**src/rtl/run_controller.sv**
```systemverilog
// Run-control sequencer for the processor core: holds core reset after start,
// then gates the core clock-enable in free-run or single-step mode until halt or budget expiry.
module run_controller #(
  parameter int unsigned RESET_CYCLES = 2,
  parameter int unsigned MAX_CYCLES   = 1000,
  parameter int unsigned CNT_W        = 16
) (
  input  logic             Clk,
  input  logic             Reset,
  input  logic             start,
  input  logic             step_mode,
  input  logic             step,
  input  logic             halt_req,
  input  logic             retire,
  output logic             core_reset,
  output logic             core_en,
  output logic             busy,
  output logic             done,
  output logic             timeout,
  output logic [CNT_W-1:0] cycle_count,
  output logic [CNT_W-1:0] instr_count
);

  localparam int unsigned HOLD_W = (RESET_CYCLES > 1) ? $clog2(RESET_CYCLES) : 1;
  localparam logic [HOLD_W-1:0] HOLD_LAST = HOLD_W'(RESET_CYCLES - 1);
  localparam logic [CNT_W-1:0]  CNT_MAX   = '1;
  localparam logic [CNT_W-1:0]  BUDGET    = CNT_W'(MAX_CYCLES);

  typedef enum logic [1:0] {
    S_IDLE,
    S_HOLD,
    S_RUN,
    S_DONE
  } state_t;

  state_t            state;
  logic [HOLD_W-1:0] hold_cnt;
  logic [CNT_W-1:0]  cycle_inc;
  logic [CNT_W-1:0]  instr_inc;

  // Saturating increments: counters stick at all-ones instead of wrapping.
  always_comb begin
    cycle_inc = (cycle_count == CNT_MAX) ? cycle_count : cycle_count + CNT_W'(1);
    instr_inc = (instr_count == CNT_MAX) ? instr_count : instr_count + CNT_W'(1);
  end

  always_ff @(posedge Clk) begin
    if (Reset) begin
      state       <= S_IDLE;
      core_reset  <= 1'b1;
      core_en     <= 1'b0;
      busy        <= 1'b0;
      done        <= 1'b0;
      timeout     <= 1'b0;
      cycle_count <= '0;
      instr_count <= '0;
      hold_cnt    <= '0;
    end else begin
      case (state)
        S_IDLE, S_DONE: begin
          if (start) begin
            state       <= S_HOLD;
            core_reset  <= 1'b1;
            core_en     <= 1'b0;
            busy        <= 1'b1;
            done        <= 1'b0;
            timeout     <= 1'b0;
            cycle_count <= '0;
            instr_count <= '0;
            hold_cnt    <= '0;
          end
        end

        // Step pulses seen during the hold are dropped; only the mode picks the first RUN cycle.
        S_HOLD: begin
          if (hold_cnt == HOLD_LAST) begin
            state      <= S_RUN;
            core_reset <= 1'b0;
            core_en    <= ~step_mode;
          end else begin
            hold_cnt <= hold_cnt + HOLD_W'(1);
          end
        end

        S_RUN: begin
          if (core_en) begin
            cycle_count <= cycle_inc;
            if (retire) begin
              instr_count <= instr_inc;
            end
          end
          // Halt outranks budget expiry when both land on the same enabled cycle.
          if (core_en && halt_req) begin
            state   <= S_DONE;
            core_en <= 1'b0;
            busy    <= 1'b0;
            done    <= 1'b1;
            timeout <= 1'b0;
          end else if (core_en && (cycle_inc == BUDGET)) begin
            state   <= S_DONE;
            core_en <= 1'b0;
            busy    <= 1'b0;
            done    <= 1'b1;
            timeout <= 1'b1;
          end else begin
            core_en <= ~step_mode | step;
          end
        end

        default: begin
          state      <= S_IDLE;
          core_reset <= 1'b1;
          core_en    <= 1'b0;
          busy       <= 1'b0;
          done       <= 1'b0;
        end
      endcase
    end
  end

endmodule

```
**config.mk**
```make
export PLATFORM = sky130hd
export DESIGN_NAME = run_controller
export DESIGN_NICKNAME = d
export VERILOG_FILES = /design/src/rtl/run_controller.sv
export SDC_FILE = /design/constraint.sdc
export NUM_CORES = 1
export LEC_CHECK = 0
export ABC_AREA = 1
export CORE_MARGIN = 3
export CORE_UTILIZATION = 56
export DETAILED_ROUTE_END_ITERATION = 7
export GPL_TIMING_DRIVEN = 0
export PLACE_DENSITY = 0.85
export SYNTH_ARGS = -nofsm -noshare
export SYNTH_HDL_FRONTEND = slang
export SYNTH_SLANG_ARGS = --single-unit
export TNS_END_PERCENT = 5
```
**constraint.sdc**
```tcl
create_clock -name Clk -period 3.1 [get_ports Clk]
set_input_delay 0.31 -clock Clk [delete_from_list [all_inputs] [get_ports Clk]]
set_output_delay 0.31 -clock Clk [all_outputs]
set_load 0.03 [all_outputs]
```
==> results.yml, run 1 <==
routing:
  drc_errors: 0
  wl_per_cell_um: 13.1
  totalWireLength_um: 6160
  drtIter0Drc: 251
  drtAntennaViolNets: 0
  dr.pass1.iters: 5
  post_drt_via_cell_ratio: 5.49
  dr_total_vias: 2587
yosys:
  synth.avg_cell_area_um2: 6.36
  syn_inst: 372
  synth_async_sr_flop_share: 0
  synth_most_common_cell: "nand2_1"
  synth_nets: 384
  yosysSeqAreaShare: 0.338
  synth_area_um2: 2370
  ys_seq_elements: 40
  ys_top_cells_by_count: "nand2_1 (108), inv_1 (43), dfxtp_1 (40)"
  synth_area_leaders: "dfxtp_1 (34%), nand2_1 (17%), a21oi_1 (7.8%)"
  synth_area_leader_cell: "dfxtp_1"
  synthFlopType: "dfxtp_1"
  yosysUniqueCellTypes: 29
  synth_edf_count: 0
  ys.warnings.count: 0
  yosysTopAreaCellShare: 0.338
sta:
  drv_slew: 0
  period_needed_ns: 2.51
  finalCritPeriodShare: 0.811
  fmax_ghz: 0.398
  slew_headroom: 0.384
  finalSetupTns_ns: 0
  setup_viol: 0
  worstMarginPinSlew_ns: 0.916
  fin_skew_ns: 0.00587
  hold_viol_final: 0
  fin_ws_ns: 0.585
  grt_setup_unrepaired: "no"
cts:
  path_clk_slew_ns: 0.08
  cts_max_path_buffers: 2
  cts_buffers: 5
  tritoncts: "built"
  holdBufCountCts: 0
  htreeDepth: 2
  clkSinkCount: 40
  cts_root_buf: "clkbuf_8"
  cts_setup_buffers: 0
  postCtsResizedCells: 0
  clock_latency_ns: 0.29
floorplan:
  initial_core_util: 0.588
  die_w_um: 71.0
  core_area_um2: 4030
  dieArea_um2: 5040
  num_rows: 23
  die-height_um: 71.0
  num_io_pins: 44
grt:
  antenna_found_initial: 0
  overflow: 0
  groute.usage.overall: 0.262
  grt_pass1_vias: 2358
  grt_first_pass_wirelength_um: 10800
  grt_max_degree: 12
layout:
  finalNonFillerCells: 471
  seq_area_um2: 801
  stdcell_area_um2: 2930
  fin_util: 0.727
  antenna-diode-count: 0
  syn_to_final_growth_pct: 23.7
  fin_nets: 433
  multiInputGateArea_um2: 1360
  drive_above_1_share: 0.0689
  fill_cells: 335
critical_path:
  slowest_delay_ns: 0.71
  crit_type: "reg -> reg"
  rr_startpoint: "state[0]"
  crit_path_end_kind: "flop"
  crit_top_cell: "inv_1"
  crit_arrival_ns: 2.73
  crit_fanout: 10
  reg2reg_slack_ns: 0.59
  critPathRequiredTime_ns: 3.32
  r2r_cells: 8
  cp_slowest_cell: "nor3_1"
  cp.buffers_inverters: 3
  path_cells: "inv_1 > ha_1 > inv_1 > nor2_1 > nor3_1 > clkbuf_1 > nand2_1 > a21oi_1"
  worst_setup_path_start_kind: "flop"
  critPathTopFamily: "simple AND/OR/NAND/NOR gates"
  r2r-end: "cycle_count[0]"
placement:
  place_area_um2: 2850
  post-dp-hpwl_um: 4620
  placedCellCount: 464
  routabilityCongestion: 0.946
  post-place-ws_ns: 0.655
  port_buffers: 42
worst_hold_path:
  hold_end: "cycle_count[8]"
  hold_depth: 2
  hold_start: "Reset"
  hp-class: "in -> reg"
pwr:
  irDropWorstVdd_v: 0.000481
  power_leakage_nw: 1.12
  powerDensity_nw_per_um2: 489
outcome:
  status: "finished clean"
flow_run:
  cap_violations: 0
[state kept, by name (all words and copies together), names as in the netlist]
signal	count
busy	1
core_en	1
core_reset	1
cycle_count	16
done	1
hold_cnt	1
instr_count	16
state	2
timeout	1
[worst max-delay path by stage]
stage	start	endpoint	cells after the start	slack [ns]
floorplan	cycle_count[1]	state[0]	13	1.04
detailed placement	state[0]	cycle_count[0]	8	0.66
finish	state[0]	cycle_count[0]	8	0.59
global route	state[0]	instr_count[7]	13	0.38
CTS	state[0]	cycle_count[0]	8	0.62
global placement	state[0]	cycle_count[10]	8	0.70
[per-stage QoR]
stage / hold WS (ns) / total power [W]
after floorplan: 0.435 / 0.000956
after global placement: 0.442 / 0.00110
after detailed placement: 0.451 / 0.00110
after CTS: 0.378 / 0.00143
after global routing: 0.449 / 0.00153
final: 0.382 / 0.00143
[routing by layer]
layer,part of all wire,track usage
met2,0.48,0.446
met1,0.45,0.334
met4,0.019,0.0856
met5,0,0
met3,0.055,0.0469
[power breakdown]
group | switching [W] | internal, W
registers | 0.0000337 | 0.000559
clock network | 0.000177 | 0.000153
logic | 0.000343 | 0.000166
[layout make-up]
| cell class | count | area share |
|---|---|---|
| Multi-Input combinational cell | 280 | 0.466 |
| Sequential cell | 40 | 0.274 |
| Timing Repair Buffer | 42 | 0.144 |
| Inverter | 46 | 0.0590 |
| Clock buffer | 6 | 0.0248 |
| Tap cell | 50 | 0.0214 |
| Buffer | 6 | 0.0103 |
| Clock inverter | 1 | 0.00171 |
[cell families after synthesis]
kind of cell / count (synthesis) / share of synthesized area
AOI/OAI and AO/OA: 59 / 0.138
xor gates and xnor gates: 7 / 0.0259
adders and majority gates: 5 / 0.0264
buffers and inverters: 52 / 0.0856
DFF: 40 / 0.338
and+or+nand+nor: 209 / 0.385
[layout by cell type (no fill, tap or decap), types with 3 or more instances in the layout]
cell type / instances
nand2_1: 108
inv_1: 43
clkbuf_8: 5
inv_2: 3
xor2_1: 5
ha_1: 5
nor2_2: 4
nor2_1: 37
nand3_1: 25
nor3_1: 15
nand4_1: 7
o21ai_0: 10
dfxtp_1: 40
clkbuf_1: 6
nand2_2: 7
a211oi_1: 3
a21oi_1: 37
clkdlybuf4s50_1: 42
Power figures use the tool's default switching activity.
==> run 2: changes to the inputs <==
--- a/config.mk
+++ b/config.mk
@@ -7,10 +7,10 @@
 export LEC_CHECK = 0
 export ABC_AREA = 1
 export CORE_MARGIN = 3
-export CORE_UTILIZATION = 56
+export CORE_UTILIZATION = 52
 export DETAILED_ROUTE_END_ITERATION = 7
 export GPL_TIMING_DRIVEN = 0
-export PLACE_DENSITY = 0.85
+export PLACE_DENSITY = 0.8
 export SYNTH_ARGS = -nofsm -noshare
 export SYNTH_HDL_FRONTEND = slang
 export SYNTH_SLANG_ARGS = --single-unit
==> constraint.sdc (replaced) <==
create_clock -name Clk -period 2.43 [get_ports Clk]
set_input_delay 0.243 -clock Clk [delete_from_list [all_inputs] [get_ports Clk]]
set_output_delay 0.243 -clock Clk [all_outputs]
set_load 0.03 [all_outputs]
==> results.yml, run 2 (synthesized netlist as in run 1, its figures left out) <==
layout:
  syn_to_final_growth_pct: 25.7
  seq_area_um2: 802
  fill_cells: 379
  stdcell_area_um2: 2980
  drive_above_1_share: 0.0873
  fin_nets: 436
  finalNonFillerCells: 474
  layout_commonest_cell: "nand2_1"
  layout_common_cells: "nand2_1 (108), inv_1 (42), clkdlybuf4s50_1 (42)"
  multiInputGateArea_um2: 1390
  antenna-diode-count: 0
  reg_top3: "cycle_count x16, instr_count x16, state x2"
critical_path:
  crit_arrival_ns: 2.44
  critPathRequiredTime_ns: 2.62
  worst_setup_path_start_kind: "flop"
  crit_type: "reg -> reg"
  crit_path_end_kind: "flop"
  crit_fanout: 7
floorplan:
  die_w_um: 73.5
  dieArea_um2: 5400
  num_io_pins: 44
  num_rows: 23
  core_area_um2: 4200
  die-height_um: 73.5
  initial_core_util: 0.563
sta:
  slew_headroom: 0.616
  finalSetupTns_ns: 0
  fin_skew_ns: 0.00597
  fmax_ghz: 0.444
  grt_setup_unrepaired: "yes"
  period_needed_ns: 2.25
  worstMarginPinSlew_ns: 0.574
  finalCritPeriodShare: 0.927
  setup_viol: 0
  hold_viol_final: 0
  drv_slew: 0
cts:
  htreeDepth: 2
  cts_max_path_buffers: 2
  clock_latency_ns: 0.29
  tritoncts: "built"
  cts_root_buf: "clkbuf_8"
  clkSinkCount: 40
  holdBufCountCts: 0
  cts_buffers: 5
  path_clk_slew_ns: 0.08
grt:
  grt_pass1_vias: 2400
  overflow: 0
  grt_max_degree: 12
  grt_first_pass_wirelength_um: 10500
  groute.usage.overall: 0.242
  antenna_found_initial: 0
routing:
  post_drt_via_cell_ratio: 5.40
  drtIter0Drc: 133
  dr.pass1.iters: 4
  wl_per_cell_um: 13.0
  dr_total_vias: 2559
  totalWireLength_um: 6150
  drc_errors: 0
  drtAntennaViolNets: 0
placement:
  place_area_um2: 2850
  routabilityCongestion: 0.925
  port_buffers: 42
  placedCellCount: 464
  post-dp-hpwl_um: 4560
pwr:
  power_leakage_nw: 1.15
  irDropWorstVdd_v: 0.000617
  p_total_w: 0.00191
  powerDensity_nw_per_um2: 641
flow_run:
  cap_violations: 0
outcome:
  status: "finished clean"
worst_hold_path:
  hp-class: "in -> reg"
## run 2: area by class of cell
type	instances	area share
flip-flops and latches	40	0.270
repair buffers	45	0.149
inverters	46	0.0580
clock buffers	6	0.0244
plain buffers	6	0.0101
well taps	50	0.0210
clock inverters	1	0.00168
multi-input cells	280	0.466
## run 2: critical path: stages (launching register included)
cell and delay, ns:
dfxtp_2 0.37, inv_1 0.06, ha_1 0.34, inv_2 0.10, nor2_1 0.08, a21oi_2 0.24
o21ai_4 0.15, nor2_4 0.18, nand2_1 0.15, nor2_2 0.14, nand2_1 0.06, inv_1 0.09
nand3_1 0.07, nand2_1 0.07, nor2_1 0.04
## run 2: timing repair
action,in CTS,in global routing
endpoints found under the hold margin,0,0
setup endpoints to repair,10,20
pin swaps,0,1
setup buffers,0,3
gates resized for setup,1,6
## run 2: report_power, final
group | leakage (nW) | switching (W) | internal [W]
combinational | 0.781 | 0.000465 | 0.000257
clock | 0.0410 | 0.000230 | 0.000196
sequential | 0.324 | 0.0000463 | 0.000714
total | 1.15 | 0.000741 | 0.00117
## run 2: through the flow
stage / hold WS, ns / util / setup slack, ns
4_1_cts: 0.316 / 0.698 / 0.0374
3_5_place_dp: 0.445 / 0.678 / -0.0301
6_report: 0.315 / 0.708 / 0.177
5_1_grt: 0.370 / 0.708 / -0.0253
3_3_place_gp: 0.442 / 0.678 / 0.00833
2_1_floorplan: 0.435 / - / 0.369
## run 2: path summary, 6_finish.rpt
path	end	slack [ns]	cells past startpoint	startpoint
max	instr_count[14]	0.18	14	state[0]
min	cycle_count[8]	0.32	2	Reset
max reg2reg	instr_count[14]	0.18	14	state[0]
min reg2reg	done	0.45	2	done
## run 2: metal layers
metal / part of all wire / vias up / track usage
li1: - / 1301 / -
met4: 0.014 / 0 / 0.0624
met3: 0.057 / 11 / 0.0465
met1: 0.46 / 1175 / 0.319
met2: 0.47 / 72 / 0.405
met5: 0 / - / 0
